## src/rtl/imem_loader.sv

```systemverilog
// -----------------------------------------------------------------------------
// imem_loader
// Boot loader for the pipelined processor's instruction memory, and sequencer
// for the CPU's reset. A boot sequence runs in four steps:
//   1. Zero-fill every memory word.
//   2. Accept a program as a valid/ready word stream and write it from
//      address 0 upward.
//   3. Hold the CPU in reset for RST_HOLD cycles.
//   4. Release the CPU.
// A bench or host loads the program through these ports. No backdoor memory
// loading or hierarchical PC forcing is needed.
//
// Optional feature: define IMEM_LOADER_CHECKSUM_EN. The in_last word is then
// treated as a checksum. The DATA_W-bit running sum of all accepted words,
// including the checksum word, must be zero at in_last. If it is not, the
// sequence goes to the error state instead of releasing the CPU.
//
// Ports:
//   i_clk          rising-edge clock
//   i_rst          synchronous active-high reset
//   i_start        one-cycle request to begin a boot sequence
//   i_in_valid     stream word valid
//   i_in_data      stream word
//   i_in_last      marks the final program word
//   o_in_ready     loader accepts a word this cycle
//   o_mem_we       instruction memory write enable (registered)
//   o_mem_addr     instruction memory write address (registered)
//   o_mem_wdata    instruction memory write data (registered)
//   o_cpu_rst_n    active-low reset to the CPU
//   o_busy         high during clear, load and hold
//   o_done         CPU released and running
//   o_error        load failed; CPU held in reset
//   o_word_count   words accepted in the current load (saturates at DEPTH)
// -----------------------------------------------------------------------------
module imem_loader #(
  parameter int DATA_W   = 8,
  parameter int ADDR_W   = 8,
  parameter int DEPTH    = 256,
  parameter int RST_HOLD = 4
) (
  input  logic              i_clk,
  input  logic              i_rst,
  input  logic              i_start,
  input  logic              i_in_valid,
  input  logic [DATA_W-1:0] i_in_data,
  input  logic              i_in_last,
  output logic              o_in_ready,
  output logic              o_mem_we,
  output logic [ADDR_W-1:0] o_mem_addr,
  output logic [DATA_W-1:0] o_mem_wdata,
  output logic              o_cpu_rst_n,
  output logic              o_busy,
  output logic              o_done,
  output logic              o_error,
  output logic [ADDR_W:0]   o_word_count
);

  localparam int HOLD_W = (RST_HOLD > 1) ? $clog2(RST_HOLD) : 1;
  localparam logic [ADDR_W:0]   LP_DEPTH     = (ADDR_W+1)'(DEPTH);
  localparam logic [ADDR_W-1:0] LP_CLR_LAST  = ADDR_W'(DEPTH - 1);
  localparam logic [HOLD_W-1:0] LP_HOLD_LAST = HOLD_W'(RST_HOLD - 1);

  typedef enum logic [2:0] {
    S_IDLE,
    S_CLEAR,
    S_LOAD,
    S_HOLD,
    S_RUN,
    S_ERR
  } state_t;

  state_t              r_state;
  state_t              w_next;
  logic                r_in_ready;
  logic                r_mem_we;
  logic [ADDR_W-1:0]   r_mem_addr;
  logic [DATA_W-1:0]   r_mem_wdata;
  logic                r_cpu_rst_n;
  logic                r_busy;
  logic                r_done;
  logic                r_error;
  logic [ADDR_W:0]     r_word_count;
  logic [ADDR_W-1:0]   r_clr_addr;
  logic [HOLD_W-1:0]   r_hold_cnt;
  logic                w_clr_wr;
  logic                w_load_wr;
  logic                w_enter_clear;
`ifdef IMEM_LOADER_CHECKSUM_EN
  logic [DATA_W-1:0]   r_sum;
  logic [DATA_W-1:0]   w_sum_next;
`endif

  // Next-state decode.
  // A handshake that arrives when DEPTH words are already stored is an
  // overflow. That word is dropped rather than written, and the load fails.
  always_comb begin
    w_next    = r_state;
    w_clr_wr  = 1'b0;
    w_load_wr = 1'b0;
`ifdef IMEM_LOADER_CHECKSUM_EN
    w_sum_next = r_sum + i_in_data;
`endif
    case (r_state)
      S_IDLE, S_RUN, S_ERR: begin
        if (i_start) w_next = S_CLEAR;
      end
      S_CLEAR: begin
        w_clr_wr = 1'b1;
        if (r_clr_addr == LP_CLR_LAST) w_next = S_LOAD;
      end
      S_LOAD: begin
        if (i_in_valid && r_in_ready) begin
          if (r_word_count == LP_DEPTH) begin
            w_next = S_ERR;
          end else begin
            w_load_wr = 1'b1;
            if (i_in_last) begin
`ifdef IMEM_LOADER_CHECKSUM_EN
              w_next = (w_sum_next == '0) ? S_HOLD : S_ERR;
`else
              w_next = S_HOLD;
`endif
            end
          end
        end
      end
      S_HOLD: begin
        if (r_hold_cnt == LP_HOLD_LAST) w_next = S_RUN;
      end
      default: w_next = S_IDLE;
    endcase
  end

  assign w_enter_clear = (w_next == S_CLEAR) && (r_state != S_CLEAR);

  // State and output registers.
  // The status outputs are decoded from the next state. They therefore change
  // in the same cycle as the state they describe. For example, cpu_rst_n
  // drops the cycle after a reboot start.
  always_ff @(posedge i_clk) begin
    if (i_rst) begin
      r_state      <= S_IDLE;
      r_in_ready   <= 1'b0;
      r_mem_we     <= 1'b0;
      r_mem_addr   <= '0;
      r_mem_wdata  <= '0;
      r_cpu_rst_n  <= 1'b0;
      r_busy       <= 1'b0;
      r_done       <= 1'b0;
      r_error      <= 1'b0;
      r_word_count <= '0;
      r_clr_addr   <= '0;
      r_hold_cnt   <= '0;
`ifdef IMEM_LOADER_CHECKSUM_EN
      r_sum        <= '0;
`endif
    end else begin
      r_state     <= w_next;
      r_in_ready  <= (w_next == S_LOAD);
      r_cpu_rst_n <= (w_next == S_RUN);
      r_done      <= (w_next == S_RUN);
      r_error     <= (w_next == S_ERR);
      r_busy      <= (w_next == S_CLEAR) || (w_next == S_LOAD) || (w_next == S_HOLD);
      r_mem_we    <= w_clr_wr || w_load_wr;

      if (w_clr_wr) begin
        r_mem_addr  <= r_clr_addr;
        r_mem_wdata <= '0;
      end else if (w_load_wr) begin
        r_mem_addr  <= r_word_count[ADDR_W-1:0];
        r_mem_wdata <= i_in_data;
      end

      if (w_enter_clear) begin
        r_clr_addr   <= '0;
        r_word_count <= '0;
      end else begin
        if (w_clr_wr)  r_clr_addr   <= r_clr_addr + ADDR_W'(1);
        if (w_load_wr) r_word_count <= r_word_count + (ADDR_W+1)'(1);
      end

      r_hold_cnt <= (r_state == S_HOLD) ? r_hold_cnt + HOLD_W'(1) : '0;

`ifdef IMEM_LOADER_CHECKSUM_EN
      if (w_enter_clear)  r_sum <= '0;
      else if (w_load_wr) r_sum <= w_sum_next;
`endif
    end
  end

  assign o_in_ready   = r_in_ready;
  assign o_mem_we     = r_mem_we;
  assign o_mem_addr   = r_mem_addr;
  assign o_mem_wdata  = r_mem_wdata;
  assign o_cpu_rst_n  = r_cpu_rst_n;
  assign o_busy       = r_busy;
  assign o_done       = r_done;
  assign o_error      = r_error;
  assign o_word_count = r_word_count;

endmodule

```

## config.mk

```make
export PLATFORM = sky130hd
export DESIGN_NAME = imem_loader
export DESIGN_NICKNAME = d
export VERILOG_FILES = /design/src/rtl/imem_loader.sv
export SDC_FILE = /design/constraint.sdc
export NUM_CORES = 1
export LEC_CHECK = 0
export ABC_AREA = 1
export BUFFER_PORTS_ARGS = -buffer_cell sky130_fd_sc_hd__buf_4
export CAP_MARGIN = 25
export CORE_MARGIN = 10
export CORE_UTILIZATION = 54
export CTS_CLUSTER_DIAMETER = 50
export CTS_CLUSTER_SIZE = 30
export DETAILED_ROUTE_END_ITERATION = 8
export GPL_ROUTABILITY_DRIVEN = 0
export PLACE_DENSITY = 0.8
export SYNTH_ARGS = -nofsm -noshare
export SYNTH_HDL_FRONTEND = slang
export SYNTH_SLANG_ARGS = --single-unit
```

## constraint.sdc

```tcl
create_clock -name i_clk -period 1.7 [get_ports i_clk]
set_input_delay 0.34 -clock i_clk [delete_from_list [all_inputs] [get_ports i_clk]]
set_output_delay 0.34 -clock i_clk [all_outputs]
set_load 0.05 [all_outputs]
```

# Word level (Yosys, flattened, before mapping)
# Cells that the tools add are included.
dict set report word_totals {
  register_bits 43
  out_inout_bits 31
}
dict set report op_classes {
  add_sub_neg 3
  n_eq_ne 14
  muxes 13
  bitwise_logic 1
  reduce_logical 11
}
# op n
set op_table {}
lappend op_table {{3-bit 2-to-1 mux} 6}
lappend op_table {{8-bit 2-to-1 mux} 2}
lappend op_table {{3-bit by 2-bit == test with 1-bit output (second input constant)} 4}
lappend op_table {{3-bit == test (second input constant)} 4}
lappend op_table {{3-bit case mux with 4 select lines} 1}
lappend op_table {{9-bit by 1-bit adder with 9-bit output (second input constant)} 1}
lappend op_table {{9-bit == test (second input constant)} 1}
lappend op_table {{8-bit by 1-bit adder with 8-bit output (second input constant)} 1}
lappend op_table {{8-bit == test (second input constant)} 1}
lappend op_table {{3-bit by 1-bit == test with 1-bit output (second input constant)} 2}
lappend op_table {{2-bit OR reduction} 3}
lappend op_table {{1-bit 2-to-1 mux} 4}
lappend op_table {{3-bit logical NOT} 1}
lappend op_table {{1-bit logical OR} 3}
lappend op_table {{3-bit by 1-bit != test with 1-bit output (second input constant)} 1}
lappend op_table {{3-bit OR reduction} 1}
lappend op_table {{2-bit by 1-bit adder with 2-bit output (second input constant)} 1}
lappend op_table {{2-bit == test (second input constant)} 1}
lappend op_table {{1-bit logical AND} 2}
lappend op_table {{2-bit nonzero test} 1}
lappend op_table {{1-bit NOT} 1}

# Longest topological paths before layout
# Gate-level depths: netlist of run 1.
dict set report logic_depth {
  depth_word 7
  ltp_mapped 13
  ltp_nobuf 13
}

# Worst setup path before layout of run 1
# OpenSTA, ideal clock, no wires.
dict set report synth_timing {
  kind {register -> register}
  from {register r_word_count[0], in the netlist o_word_count[0]}
  to {register r_word_count[6], in the netlist o_word_count[6]}
  setup_ns 0.110
  arrival_ns 1.869
  path_slack_ns -0.279
  path_stages_with_launch 14
  path_buffers 1
  path_cell_list {dfxtp_1 > inv_1 > ha_1 > nand2_1 > inv_1 > nand2_1 > nor2_4 > nor2_4 > inv_2 > buf_6 > o21ai_2 > nand2_1 > inv_1 > nor2_2}
}
dict set report synth_between {
  elab_chain_len 7
  word_cells_on_any_way 11
  cone_classes {add/sub: 1; eq/ne: 2; mux: 6; reduce/logical: 2}
}
# item line_no
set synth_lines {}
lappend synth_lines {{start, declared} 82} ;# logic [ADDR_W:0] r_word_count;
lappend synth_lines {{start signal, assigned} 179} ;# if (w_load_wr) r_word_count <= r_word_count + (ADDR_W+1)'(1);
lappend synth_lines {{9-bit == test} 113} ;# if (r_word_count == LP_DEPTH) begin
lappend synth_lines {{3-bit 2-to-1 mux} 113}
lappend synth_lines {{3-bit 2-to-1 mux} 112} ;# if (i_in_valid && r_in_ready) begin
lappend synth_lines {{3-bit case mux with 4 select lines} 103} ;# case (r_state)
lappend synth_lines {{3-bit by 1-bit == test with 1-bit output} 134} ;# assign w_enter_clear = (w_next == S_CLEAR) && (r_state != S_CLEAR);
lappend synth_lines {{1-bit logical AND} 134}
lappend synth_lines {{2-bit OR reduction (no line)} --}
# Parallel ways exist; a longest one is shown, timed or not.
# A chain may end at the register's enable or synchronous reset.

# Final worst setup path of run 1
dict set report layout_timing {
  from {register r_clr_addr[0]}
  to {register r_word_count[7], in the netlist o_word_count[7]}
}
dict set report layout_between {
  elab_chain_len 6
}
# item line_no
set layout_lines {}
lappend layout_lines {{start, declared} 83} ;# logic [ADDR_W-1:0] r_clr_addr;
lappend layout_lines {{start signal, assigned} 178} ;# if (w_clr_wr) r_clr_addr <= r_clr_addr + ADDR_W'(1);
lappend layout_lines {{8-bit == test} 109} ;# if (r_clr_addr == LP_CLR_LAST) w_next = S_LOAD;
lappend layout_lines {{3-bit 2-to-1 mux} 109}
lappend layout_lines {{3-bit case mux with 4 select lines} 103}
lappend layout_lines {{3-bit by 1-bit == test with 1-bit output} 134}
lappend layout_lines {{1-bit logical AND} 134}
lappend layout_lines {{2-bit OR reduction (no line)} --}
# Every way passes these cells.

==> run summary, run 1 <==
The run finished with clean final reports. For this run, global-route usage on met3 was measured as 6.44%. The busiest layer in global routing was met2.

The total congestion overflow is 0. The die is 81.8 um wide. The share of synthesized registers carrying an async set or reset is 0%, and the final worst hold slack is 297 ps. The tree built by TritonCTS fans out to 43 sinks. After detailed routing, the total wire length is 5460 um. The number of antenna diodes in the final layout is 0. The tools report the met2 routing resource usage after global routing as 26.2%. From bottom edge to top edge, the die measures 81.8 um.

VDD sags by at most 0.482 mV. Entering global routing, the biggest net connects 18 pins. Setup total negative slack on the finished layout was measured at 0 ps. By startpoint and endpoint, the worst setup path is classified as reg2reg.

STA puts the critical path data arrival time at 1890 ps. Once detail routing completed, the nets flagged for antenna violations numbered 0. The initial standard-cell utilization of the core came out at 55.9%.

The first global-routing pass estimated 7770 um of wire. Synthesis inferred 43 register bits. The number of nets handed over by synthesis was 292. In the final routed layout, each cell accounts on average for 14.2 um. The count of pins on the block boundary is 44. The number of enable-type register cells in the synthesized netlist was 0.

The top cell types in the final layout, fill and taps aside, are sky130_fd_sc_hd__nand2_1 (69), sky130_fd_sc_hd__buf_4 (58), sky130_fd_sc_hd__dfxtp_1 (36). TritonCTS built the clock tree. The gate count after technology mapping was 275. The die covers 0.00669 mm2. The logs give 0 for the final hold violation count and 0 for the count of final max-slew check failures.

For the post-detailed-placement cell area, the log shows 0.00247 mm2. Clock-pin slew was measured on the worst setup and hold paths at 80 ps. The tools report the number of antenna violations at the first check in global routing as 0. Relative to the synthesized area, the layout overhead comes to 31.7%. The final instance area was 0.00272 mm2; the total design power was 2.00 mW.

For the filler cell count, the log shows 282. The worst setup path is captured at a register. The run gives 354 as the net count reported at finish.

The worst setup path is launched from a register. The clock tree skew after final layout was 4.44 ps; the portion of the clock cycle consumed by the worst path in the final layout was 96.9%. The worst path needs 1650 ps of the cycle, external delays included.

The total area inside the core boundary comes to 0.00369 mm2. For the DRC violation count after routing, the log shows 0. The number of clock buffers inserted by TritonCTS was 5.

Among all flip-flop cells after synthesis, the most frequent one is sky130_fd_sc_hd__dfxtp_1. The tools report the share of the core filled with cells in the final layout as 73.6%. Dividing the synthesized area by the synthesized cell count gives 7.50 um2.

The number of optimization iterations in the first detailed-route pass came out at 5. The cell chosen for the clock root is sky130_fd_sc_hd__clkbuf_8. The logs give 15.1% for the all-layer global routing usage and 3720 um for the final HPWL from detailed placement. Count of unique library cells instantiated by Yosys: 30. The ratio of total power to cell area works out to 738 mW/mm2.

Share of post-route cells with drive strength above 1: 34.3%. The met1 layer usage reported by global route was 15.9%; the highest fanout seen on the critical path was 8. In this run, the number of DRC markers left after iteration 0 of detailed routing was 188.

The run gives 1740 as the via count of the first global-routing pass. The count of synthesis-stage warnings from yosys was 0; the transition time at the pin with the least slew margin was 574 ps. The tool flagged a number of max-cap violations equal to 0.

In this run the cell area of the synthesized design comes to 0.00206 mm2. Based on the critical path, the design can be clocked at up to 607 MHz. Setup violations remaining at the end of the flow were counted as 0. The required time of the worst setup path is 1940 ps, and the row count is 22. In this run the static leakage power is 1.12 nW. The logs give 2 for the number of H-tree branching levels and 61.7% for the remaining max-slew budget at the tightest pin. Input and output buffers added on the ports amount to 43. Of the synthesized area, sequential elements account for 41.7%. The start of the worst register-to-register path is r_clr_addr[0]$_SDFFE_PP0P_. The maximum buffer depth of the clock tree was 2; the via count normalized by instance count was 5.06.

Launching instance or port of the critical path: r_clr_addr[0]$_SDFFE_PP0P_. The final route contains 1954 vias. Leaving out fill and tap cells, the most frequent cell in the layout is sky130_fd_sc_hd__nand2_1.

The worst hold path begins at i_in_data[7]. The later pin in the worst-skew pair is clocked with a latency of 300 ps. The path class of the tightest hold or removal check is in2reg.
## power breakdown
part	switching, mW	internal (mW)
clock network	0.350	0.416
registers	0.00847	1.01
logic	0.144	0.0725
total	0.503	1.50
## cells by family (layout without fill, tap and decap cells)
logic type / after synthesis / in the layout / share of synthesized area [%]
AO/OA/AOI/OAI: 29 / 29 / 8.19
buffers and inverters: 44 / 103 / 10.5
adder cells (fa/ha/maj): 4 / 4 / 2.43
XOR/XNOR: 11 / 11 / 4.67
flip-flops: 43 / 43 / 41.7
AND/OR/NAND/NOR: 144 / 148 / 32.5
## cell type report
class	count	area [um2]	area share [%]
multi-input combinational	192	1080	39.9
sequential	43	875	32.2
timing repair buffer	59	447	16.5
inverter	36	138	5.07
clock buffer	7	108	3.96
tap	48	60.1	2.21
clock inverter	1	5.00	0.184
## synthesized netlist by cell type (2+ instances only)
master | number | area, um2
sky130_fd_sc_hd__a21oi_1 | 15 | 75.1
sky130_fd_sc_hd__a31oi_1 | 5 | 31.3
sky130_fd_sc_hd__buf_6 | 4 | 45.0
sky130_fd_sc_hd__dfxtp_1 | 43 | 861
sky130_fd_sc_hd__ha_1 | 4 | 50.1
sky130_fd_sc_hd__inv_1 | 33 | 124
sky130_fd_sc_hd__inv_2 | 3 | 11.3
sky130_fd_sc_hd__nand2_1 | 72 | 270
sky130_fd_sc_hd__nand2_2 | 3 | 18.8
sky130_fd_sc_hd__nand3_1 | 10 | 50.1
sky130_fd_sc_hd__nand3_2 | 3 | 30.0
sky130_fd_sc_hd__nand4_1 | 2 | 12.5
sky130_fd_sc_hd__nor2_1 | 27 | 101
sky130_fd_sc_hd__nor2_2 | 13 | 81.3
sky130_fd_sc_hd__nor2_4 | 4 | 45.0
sky130_fd_sc_hd__nor3_1 | 6 | 30.0
sky130_fd_sc_hd__o21ai_0 | 6 | 30.0
sky130_fd_sc_hd__xor2_1 | 10 | 87.6
## state kept, by name, summed over array words and instances, names as in the netlist, 2 cells and up
register      count
r_state           3
o_word_count      9
r_clr_addr        8
o_mem_addr        8
r_hold_cnt        2
o_mem_wdata       8
## what timing repair did
item	CTS	global route
pin swaps	0	11
buffers inserted	0	4
hold buffers	0	0
setup endpoints to repair	1	27
gates cloned	0	4
resized for setup	1	21
## final timing paths
check	slack, ps	depth (start not counted)	endpoint
setup / recovery	50	9	o_word_count[7]$_SDFFE_PP0P_
hold / removal	300	3	o_mem_wdata[7]$_SDFFE_PP0P_
setup reg to reg	50	9	o_word_count[7]$_SDFFE_PP0P_
hold reg to reg	470	2	o_mem_wdata[0]$_SDFFE_PP0P_
## stage by stage
| step | instances | setup WS, ps |
|---|---|---|
| after CTS | 378 | 30.2 |
| after floorplan | 275 | 24.1 |
| after detailed placement | 370 | 29.6 |
| after global routing | 386 | -60.8 |
| final | 386 | 52.2 |
| after global placement | 370 | 86.4 |
## critical path: stages, from the launching register on
cell and delay (ps):
sky130_fd_sc_hd__dfxtp_1 380, sky130_fd_sc_hd__ha_1 190, sky130_fd_sc_hd__nand2_1 100, sky130_fd_sc_hd__nor2_2 170
sky130_fd_sc_hd__a21oi_1 100, sky130_fd_sc_hd__nor2_1 130, sky130_fd_sc_hd__nand2_2 110, sky130_fd_sc_hd__nand3_4 190
sky130_fd_sc_hd__nand2_8 120, sky130_fd_sc_hd__nor2_2 110
## layer usage
layer  up-vias  routed length, um
met2        77               2650
li1        985                  -
met3        12                538
met5         -                  0
met1       880               2150
met4         0                125
No activity file was read; power rests on OpenSTA's default activity.
==> run 2, diff against run 1 <==
CORE_UTILIZATION = 58   (was 54)
PLACE_DENSITY = 0.85   (was 0.8)
clock period = 2.1 ns   (was 1.7 ns; I/O delays follow)
==> run 2 against run 1 <==
  * Core utilization shrank 1.2 points
  * Via count shrank 7.9%
  * Fmax shrank 8.8%
  * Power shrank 27%
  * Sequential power shrank 19%
  * Wire length shrank 15%
  * Sequential cell count is the same
  * Clock skew shrank 1.5 ps
  * Critical path depth grew 3
  * Clock power shrank 34%
  * Sequential share of layout area grew 2.9 points
  * Register-to-register slack gained 240 ps
==> run summary, run 2 (synthesis results as in run 1) <==
For the number of cells upsized or downsized after cts, the log shows 0 (-1). The clock tree skew after final layout is 2.90 ps (-1.54 ps). Average wire length per cell after detail routing: 12.6 um (-11%). The die extent in x was 79.6 um (-2.7%); the maximum buffer depth of the clock tree was 2 (unchanged). For the number of clock buffers inserted by TritonCTS, the log shows 5 (unchanged). Number of optimization iterations in the first detailed-route pass: 4 (-1).

The tools report the all-layer global routing usage as 15.4% (+0.28 points). The portion of the clock cycle consumed by the worst path in the final layout works out to 86.1% (-11 points). The flip-flop count of the largest register, all copies and words added is 9 (unchanged), and the setup slack of the most critical reg-to-reg path is 290 ps (+240 ps). The worst setup path is captured at a register. The run gives 7950 um (+2.3%) as the first-pass GRT wire length. Leaving out fill and tap cells, the most frequent cell in the layout is sky130_fd_sc_hd__nand2_1.

Clock-pin slew reported for the worst setup and hold paths after clock tree synthesis: 120 ps (+40 ps). TritonCTS built the clock tree. The tools report the row count as 21 (-4.5%). The tools report the post-placement setup slack as 327 ps (+297 ps). The logs give 0.00634 mm2 (-5.2%) for the area of the die and 0.00339 mm2 (-8.1%) for the core footprint.

The tools report the final setup TNS as 0 ps (unchanged). The ratio of total power to cell area is 598 mW/mm2 (-19%). The tools report the number of buffers added for setup after CTS as 0 (unchanged). The net count reported at finish came out at 337 (-4.8%).

The overall via count from detail_route is 1799 (-7.9%), and the total congestion overflow is 0 (unchanged). The count of pins on the block boundary is 44 (unchanged). The critical path in this run is classified as reg2reg.

The worst register-to-register path begins at o_word_count[0]$_SDFFE_PP0P_. The remaining max-slew budget at the tightest pin is 75.4% (+14 points), and the area growth from synthesis to layout is 19.1%. End of the worst register-to-register path: o_word_count[1]$_SDFFE_PP0P_.

The setup violation total in the final timing report was 0 (unchanged). The number of H-tree branching levels was 2 (unchanged); the logic depth of the worst register-to-register path was 12 (+3). The clock insertion delay at the later pin of the skew report is 360 ps (+60 ps), and the number of antenna violations at the first check in global routing is 0 (unchanged). The count of input and output buffers works out to 43 (unchanged). For the maximum clock rate, the log shows 553 MHz (-8.8%). The setup slack after layout is 293 ps (+240 ps). For the remaining number of nets flagged by the antenna check after routing, the log shows 0 (unchanged).

The final worst hold slack is 308 ps (+11.5 ps), and the via count of the first global-routing pass is 1748 (+0.46%). In the layout the commonest cells are sky130_fd_sc_hd__nand2_1 (72), sky130_fd_sc_hd__buf_4 (46), sky130_fd_sc_hd__dfxtp_1 (43). The final HPWL from detailed placement was 3540 um (-4.7%). The DRC violation count after routing is 0 (unchanged), and the vertical die dimension is 79.6 um (-2.7%). The logs give 0 (unchanged) for the final hold violation count and 60.8% (+4.9 points) for the initial standard-cell utilization of the core.

Via count normalized by instance count: 4.92 (-2.9%). The shortest period the worst path allows is 1810 ps (+160 ps), and the count of final max-slew check failures is 0 (unchanged). The path category of the worst min-delay check was in2reg. The post-detailed-placement cell area is 0.00238 mm2 (-3.3%). The transition time at the pin with the least slew margin was 369 ps (-205 ps); the count of maximum capacitance violations was 0 (unchanged). The number of cells on the worst hold path was 3 (unchanged); the total leakage power was 1.00 nW (-10%).

In this run the most critical hold path is launched from i_in_data[1]. The worst hold path terminates at o_mem_wdata[1]$_SDFFE_PP0P_. The logs give 0.00245 mm2 (-9.6%) for the final instance area and 43 (unchanged) for the number of sinks driven by the clock tree. The run gives 18 (unchanged) as the pin count of the biggest net entering global routing.

The tools report the number of antenna diodes as 0 (unchanged). For the total design power, the log shows 1.47 mW (-27%). The share of post-route cells with drive strength above 1 is 25.3% (-9.0 points), and the required time of the worst setup path is 2350 ps (+410 ps). The run gives 0 (unchanged) as the count of hold buffers inserted by post-cts repair. The iteration-0 DRC count of the detailed router came out at 129 (-31%).

Setup repair after global routing left no endpoint under its margin. Detailed-route wire length: 4620 um (-15%). The flow ran to the end, and the final reports show no timing, DRC or antenna violations. STA classifies the critical path startpoint as a register.

The signal arrival time at the worst endpoint was 2060 ps (+170 ps); the filler cell count was 279 (-1.1%). For the worst supply voltage drop on vdd, the log shows 0.412 mV (-15%). The cell chosen for the clock root was sky130_fd_sc_hd__clkbuf_4. The highest fanout seen on the critical path was 17 (+9).
==> run 2: changes by cell type in the layout (fill, tap and decap cells not counted), moves of 4 or more <==
| cell | delta |
|---|---|
| sky130_fd_sc_hd__o21ai_1 | -4 |
| sky130_fd_sc_hd__o21ai_0 | +4 |
| sky130_fd_sc_hd__dfxtp_2 | -5 |
| sky130_fd_sc_hd__buf_4 | -12 |
| sky130_fd_sc_hd__clkbuf_8 | -6 |
| sky130_fd_sc_hd__dfxtp_1 | +7 |
| sky130_fd_sc_hd__clkbuf_4 | +5 |
==> run 2: layer usage <==
layer  global-route usage [%]  part of all wire (%)  up-vias
met4                     5.73                   1.6        0
met3                     6.42                   7.8       10
met5                        0                     0        -
met2                     25.0                    48       45
li1                         -                     -      944
met1                     17.7                    42      800
==> run 2: stage by stage <==
| step | utilization (%) | instances |
|---|---|---|
| after floorplan | - | 275 |
| after global placement | 70.3 | 359 |
| after detailed placement | 70.3 | 359 |
| after CTS | 72.4 | 366 |
| after global routing | 72.4 | 366 |
| final | 72.4 | 366 |
==> run 2: worst max-delay path by stage <==
stage	depth (start not counted)	start	to	slack (ps)
final	12	o_word_count[0]$_SDFFE_PP0P_	o_word_count[1]$_SDFFE_PP0P_	290
after global routing	11	o_word_count[0]$_SDFFE_PP0P_	r_clr_addr[6]$_SDFFE_PP0P_	90
after CTS	12	o_word_count[0]$_SDFFE_PP0P_	o_word_count[1]$_SDFFE_PP0P_	290
after detailed placement	12	o_word_count[0]$_SDFFE_PP0P_	r_clr_addr[6]$_SDFFE_PP0P_	330
after global placement	11	o_word_count[0]$_SDFFE_PP0P_	o_mem_addr[0]$_SDFFE_PP0P_	390
after floorplan	13	o_word_count[0]$_SDFFE_PP0P_	o_word_count[6]$_SDFFE_PP0P_	120
==> run 2: final cells by class <==
cell class	count	area [um2]	area share [%]
inverters	36	135	5.50
well taps	46	57.6	2.34
flip-flops and latches	43	861	35.1
clock inverters	1	30.0	1.22
repair buffers	46	345	14.1
multi-input cells	188	985	40.1
clock buffers	6	41.3	1.68
==> run 2: where the power goes <==
part	internal [mW]	switching, mW	total, mW
registers	0.824	0.00618	0.830
logic	0.0427	0.0896	0.132
clock network	0.245	0.260	0.505
==> run 2: worst max-delay path, cell delays in order, from the launching register on <==
cell and delay, ps:
sky130_fd_sc_hd__dfxtp_1 450, sky130_fd_sc_hd__inv_1 90, sky130_fd_sc_hd__ha_1 200, sky130_fd_sc_hd__nand2_1 60
sky130_fd_sc_hd__inv_1 30, sky130_fd_sc_hd__nand2_1 90, sky130_fd_sc_hd__nor2_4 60, sky130_fd_sc_hd__nand2_1 60
sky130_fd_sc_hd__nand3_1 110, sky130_fd_sc_hd__nor2_1 140, sky130_fd_sc_hd__nand3_2 100, sky130_fd_sc_hd__nand2_4 230
sky130_fd_sc_hd__nor2_1 70
